## src/rtl/stream_demux_pkg.sv

```systemverilog
// rtl/stream_demux_pkg.sv - shared types and helpers for the stream demultiplexer
package stream_demux_pkg;

  typedef enum logic {
    ST_IDLE   = 1'b0,
    ST_LOCKED = 1'b1
  } state_e;

  // Selector width is clog2(n) but never narrower than one bit.
  function automatic int sel_width(input int n);
    return (n > 2) ? $clog2(n) : 1;
  endfunction

endpackage

```

## src/rtl/stream_demux_outreg.sv

```systemverilog
// rtl/stream_demux_outreg.sv - single-entry stream register with push/pop bookkeeping
module stream_demux_outreg #(
  parameter int WIDTH = 8
) (
  input  logic             clk,
  input  logic             rst_n,
  input  logic             push,
  input  logic             pop,
  input  logic [WIDTH-1:0] push_data,
  output logic             full,
  output logic             can_push,
  output logic [WIDTH-1:0] data
);

  always_ff @(posedge clk or negedge rst_n) begin
    if (!rst_n) begin
      full <= 1'b0;
      data <= '0;
    end else if (push) begin
      full <= 1'b1;
      data <= push_data;
    end else if (pop) begin
      full <= 1'b0;
    end
  end

  // A pop in the same cycle frees the slot, so back-to-back beats never bubble.
  assign can_push = !full || pop;

endmodule

```

## src/rtl/stream_demux.sv

```systemverilog
// rtl/stream_demux.sv - registered valid/ready demux with packet lock and drop counter
// Optional packet locking: STREAM_DEMUX_PACKET_LOCK_EN
module stream_demux
  import stream_demux_pkg::*;
#(
  parameter int  OUTPUT_COUNT   = 3,
  parameter int  DATA_WIDTH     = 8,
  parameter int  COUNT_WIDTH    = 8,
  localparam int SELECTOR_WIDTH = sel_width(OUTPUT_COUNT)
) (
  input  logic                      clk,
  input  logic                      rst_n,
  input  logic                      enable,
  input  logic [SELECTOR_WIDTH-1:0] selector,
  input  logic                      in_valid,
  output logic                      in_ready,
  input  logic [DATA_WIDTH-1:0]     in_data,
  input  logic                      in_last,
  output logic [OUTPUT_COUNT-1:0]   out_valid,
  input  logic [OUTPUT_COUNT-1:0]   out_ready,
  output logic [DATA_WIDTH-1:0]     out_data,
  output logic                      out_last,
  output logic [COUNT_WIDTH-1:0]    drop_count
);

  localparam int PAYLOAD_WIDTH = SELECTOR_WIDTH + 1 + DATA_WIDTH;
  localparam logic [SELECTOR_WIDTH:0] CHANNELS = OUTPUT_COUNT[SELECTOR_WIDTH:0];

  logic                      full;
  logic                      can_push;
  logic                      pop;
  logic                      push;
  logic                      accept;
  logic                      drop;
  logic                      gate;
  logic                      locked;
  logic                      first_beat;
  logic [SELECTOR_WIDTH-1:0] cur_sel;
  logic [SELECTOR_WIDTH-1:0] sel_q;
  logic [PAYLOAD_WIDTH-1:0]  reg_q;

`ifdef STREAM_DEMUX_PACKET_LOCK_EN
  state_e                    state_q;
  state_e                    state_d;
  logic [SELECTOR_WIDTH-1:0] lock_sel_q;
  logic [SELECTOR_WIDTH-1:0] lock_sel_d;

  always_ff @(posedge clk or negedge rst_n) begin
    if (!rst_n) begin
      state_q    <= ST_IDLE;
      lock_sel_q <= '0;
    end else begin
      state_q    <= state_d;
      lock_sel_q <= lock_sel_d;
    end
  end

  always_comb begin
    state_d    = state_q;
    lock_sel_d = lock_sel_q;
    case (state_q)
      ST_IDLE: begin
        if (accept && !in_last) begin
          state_d    = ST_LOCKED;
          lock_sel_d = selector;
        end
      end
      ST_LOCKED: begin
        if (accept && in_last) state_d = ST_IDLE;
      end
      default: state_d = ST_IDLE;
    endcase
  end

  assign locked     = (state_q == ST_LOCKED);
  assign cur_sel    = locked ? lock_sel_q : selector;
  assign first_beat = !locked;
`else
  // Without locking every beat is routed, gated and counted on its own.
  assign locked     = 1'b0;
  assign cur_sel    = selector;
  assign first_beat = 1'b1;
`endif

  assign drop     = ({1'b0, cur_sel} >= CHANNELS);
  assign gate     = locked || enable;
  assign in_ready = gate && (drop || can_push);
  assign accept   = in_valid && in_ready;
  assign push     = accept && !drop;

  stream_demux_outreg #(
    .WIDTH (PAYLOAD_WIDTH)
  ) u_outreg (
    .clk       (clk),
    .rst_n     (rst_n),
    .push      (push),
    .pop       (pop),
    .push_data ({cur_sel, in_last, in_data}),
    .full      (full),
    .can_push  (can_push),
    .data      (reg_q)
  );

  assign {sel_q, out_last, out_data} = reg_q;

  always_comb begin
    out_valid = '0;
    for (int i = 0; i < OUTPUT_COUNT; i++) begin
      out_valid[i] = full && (sel_q == SELECTOR_WIDTH'(i));
    end
  end

  assign pop = |(out_valid & out_ready);

  always_ff @(posedge clk or negedge rst_n) begin
    if (!rst_n) begin
      drop_count <= '0;
    end else if (accept && drop && first_beat && (drop_count != {COUNT_WIDTH{1'b1}})) begin
      drop_count <= drop_count + 1'b1;
    end
  end

endmodule
```

## config.mk

```make
export PLATFORM = sky130hd
export DESIGN_NAME = stream_demux
export DESIGN_NICKNAME = d
export VERILOG_FILES = /design/src/rtl/stream_demux_pkg.sv /design/src/rtl/stream_demux_outreg.sv /design/src/rtl/stream_demux.sv
export SDC_FILE = /design/constraint.sdc
export NUM_CORES = 1
export LEC_CHECK = 0
export ABC_AREA = 0
export CAP_MARGIN = 25
export CORE_AREA = 2 2 47 49
export DETAILED_ROUTE_END_ITERATION = 6
export DIE_AREA = 0 0 49 51
export DONT_BUFFER_PORTS = 1
export HOLD_SLACK_MARGIN = 0.02
export PLACE_DENSITY_LB_ADDON = 0.12
export REMOVE_ABC_BUFFERS = 1
export SLEW_MARGIN = 20
export SYNTH_ARGS = -nofsm -noshare
export SYNTH_HDL_FRONTEND = slang
export SYNTH_SLANG_ARGS = --single-unit
```

## constraint.sdc

```tcl
create_clock -name clk -period 1.55 [get_ports clk]
set_input_delay 0.155 -clock clk [delete_from_list [all_inputs] [get_ports clk]]
set_output_delay 0.155 -clock clk [all_outputs]
set_load 0.02 [all_outputs]
```

==> results.md <==
* Reg2reg start: u_outreg.data[9]
* Area growth syn-to-layout at 32.3%
* Worst-path clk slew at 0.12 ns
* Vias in the first global route at 778
* CTS Buf Count at 3
* Worst-margin pin slew at 0.468 ns
* CTS Sinks at 20
* Total die area at 2500 sq um
* TritonRoute pass-1 iters at 4
* Number of synthesized flops with an enable pin at 0
* Worst hold path class: in2reg
* Max VDD drop at 1.27 mV
* Post-DP Area at 1090 sq um
* Largest net degree at the start of global routing at 21
* Synth top cells by count: dfrtp_1 (20), mux2_2 (11), buf_4 (8), nand2_1 (6)
* Core Box Area at 2060 sq um
* Largest buffer count on any clock path at 2
* Synth warn at 0
* PortBufs at 0
* Antenna-violating nets left at 0
* Syn_area_per_cell at 11.7 sq um
* Drt drc at 0
* Post-synth top area cell: dfrtp_1
* Post-DR vias/cell at 5.51
* Number of synthesized register bits at 20
* Outcome: complete, but fails checks
* Sequential share of the synthesized area at 0.493
* PnR Total Power at 2.23 mW
* WP data arrival at 1.45 ns
* Final worst-path cycle share at 1.03
* DP Worst Slack at 0.0422 ns
* Drt total wl at 2.28 mm
* Final worst slack at -0.0539 ns
* Asr flop ratio synth at 1.00
* Max cap viols at 0
* Initial Utilization at 0.492
* First-pass GRT wire length at 3.49 mm
* Die height at 51 um
* Final setup vio count at 1
* Startpoint types: flop
* Syn Std Cell Area at 1010 sq um
* Dominant synthesized flop cell: dfrtp_1
* Period minus WS final at 1.60 ns
* Share of cells above drive strength 1 at 0.404
* GRT Util Overall at 0.187
* I/O pin total at 39
* Clock Latency Late Sink at 0.30 ns
* Initial antenna violation count at 0
* Clk root buf: clkbuf_4
* Clock skew at 0.00535 ns
* Grt ovf at 0
* Wire per inst at 16.1 um
* Design area at 1340 sq um
* Initial DRC count at 7
* Hold_ws at 0.0467 ns
* Worst setup path class: reg2out
* H-tree level count at 1
* Final nets at 134
* CP Launch Point: u_outreg.data[9]
* Fillers at 182
* Max Slew Vio Count at 0
* Chip width at 49 um
* RSZ-0062 raised after global routing: true
* FP Rows at 17
* Relative slew margins at 0.687
* N_diodes at 0
* Failing checks: setup timing
* GP Congestion at 0.740
* Yosys top cell area share at 0.493
* Worst Path Max Fanout at 4
* Most frequent cell after synthesis: dfrtp_1
* Post-synthesis cell type count at 27
* Post-DP HPWL at 1.43 mm
* Hold Fails Final Rpt at 0
* PD cells at 1660 nW/um^2
* Leakage dissipation at 0.600 nW
* CTS tree: done
* Via count at 782
* Cell count after synthesis at 87
* TNS Setup at -0.0539 ns
* CP required at 1.39 ns
* Setup crit end kind: primary output
* Hold wc startpoint: selector[1]
* Top cells by area, synth: dfrtp_1 (49%), mux2_2 (12%), buf_4 (5.9%)
* Max Fclk at 623 MHz
==> report_power, final <==
group / internal, mW / total (mW) / switching (mW) / leakage (nW)
Sequential: 0.710 / 1.01 / 0.303 / 0.246
Combinational: 0.434 / 0.790 / 0.357 / 0.326
Clock: 0.261 / 0.427 / 0.166 / 0.0279
Total: 1.40 / 2.23 / 0.826 / 0.600
==> cells by family (layout without fill, tap and decap cells) <==
logic type / Yosys count / count (layout) / synth area share
DFF: 20 / 20 / 0.493
AOI/OAI and AO/OA: 14 / 14 / 0.0974
xor gates and xnor gates: 2 / 2 / 0.0173
buffers and inverters: 10 / 36 / 0.0666
and+or+nand+nor: 26 / 27 / 0.152
muxes: 14 / 14 / 0.162
adders and majority gates: 1 / 1 / 0.0123
==> flip-flops by register name, indices dropped and copies added (netlist names) <==
| signal | count |
|---|---|
| u_outreg.full | 1 |
| u_outreg.data | 11 |
| drop_count | 8 |
==> area by class of cell <==
cell class                      instances  area, sq um  area share
Tap cell                               28         35.0      0.0261
Sequential cell                        20          502       0.374
Inverter                                2         7.51     0.00559
Multi-Input combinational cell         58          488       0.363
Clock inverter                          1         30.0      0.0224
Clock buffer                            3         22.5      0.0168
Timing Repair Buffer                   30          258       0.192
==> what timing repair did <==
item | CTS | global route
cloned | 0 | 1
hold endpoints to repair | 29 | 0
gates resized for setup | 4 | 5
pin swaps | 3 | 1
buffers inserted | 4 | 1
hold buffers | 10 | 0
endpoints found under the setup margin | 1 | 12
==> worst paths after layout <==
check                                    end  slack (ns)  cells past startpoint
setup reg to reg            u_outreg.data[1]           0                      5
setup / recovery                    in_ready       -0.05                      4
min in group asynchronous   u_outreg.data[7]        0.23                      1
max in group asynchronous      drop_count[4]        0.86                      2
hold reg to reg                drop_count[0]        0.57                      1
hold / removal             u_outreg.data[10]        0.05                      2
==> worst max-delay path, stage by stage (launching register included) <==
cell and delay [ns]:
dfrtp_1 0.43, mux2i_2 0.28, o211ai_4 0.10, buf_6 0.13
o21a_4 0.21
==> metal layers <==
layer	GRT usage	part of all wire	up-vias
met2	0.331	0.51	28
li1	-	-	364
met5	0	0	-
met4	0.0857	0.014	0
met3	0.0409	0.055	4
met1	0.216	0.42	386
==> cell usage in the layout, fill, tap and decap left out, drive strengths merged, types with 2 or more instances in the layout <==
| cell | n |
|---|---|
| a31oi | 2 |
| nand4 | 3 |
| inv | 2 |
| dlygate4sd3 | 10 |
| nand2 | 6 |
| nand3 | 4 |
| clkbuf | 3 |
| buf | 20 |
| dfrtp | 20 |
| o21ai | 3 |
| mux2 | 13 |
| a21oi | 5 |
| a41oi | 2 |
| nor2 | 5 |
| xnor2 | 2 |
| and3b | 2 |
==> stage by stage <==
stage,util,std cells
2_1_floorplan,-,79
3_3_place_gp,0.531,121
3_5_place_dp,0.531,121
4_1_cts,0.626,139
5_1_grt,0.651,142
6_report,0.651,142
Power figures use the tool's default switching activity.
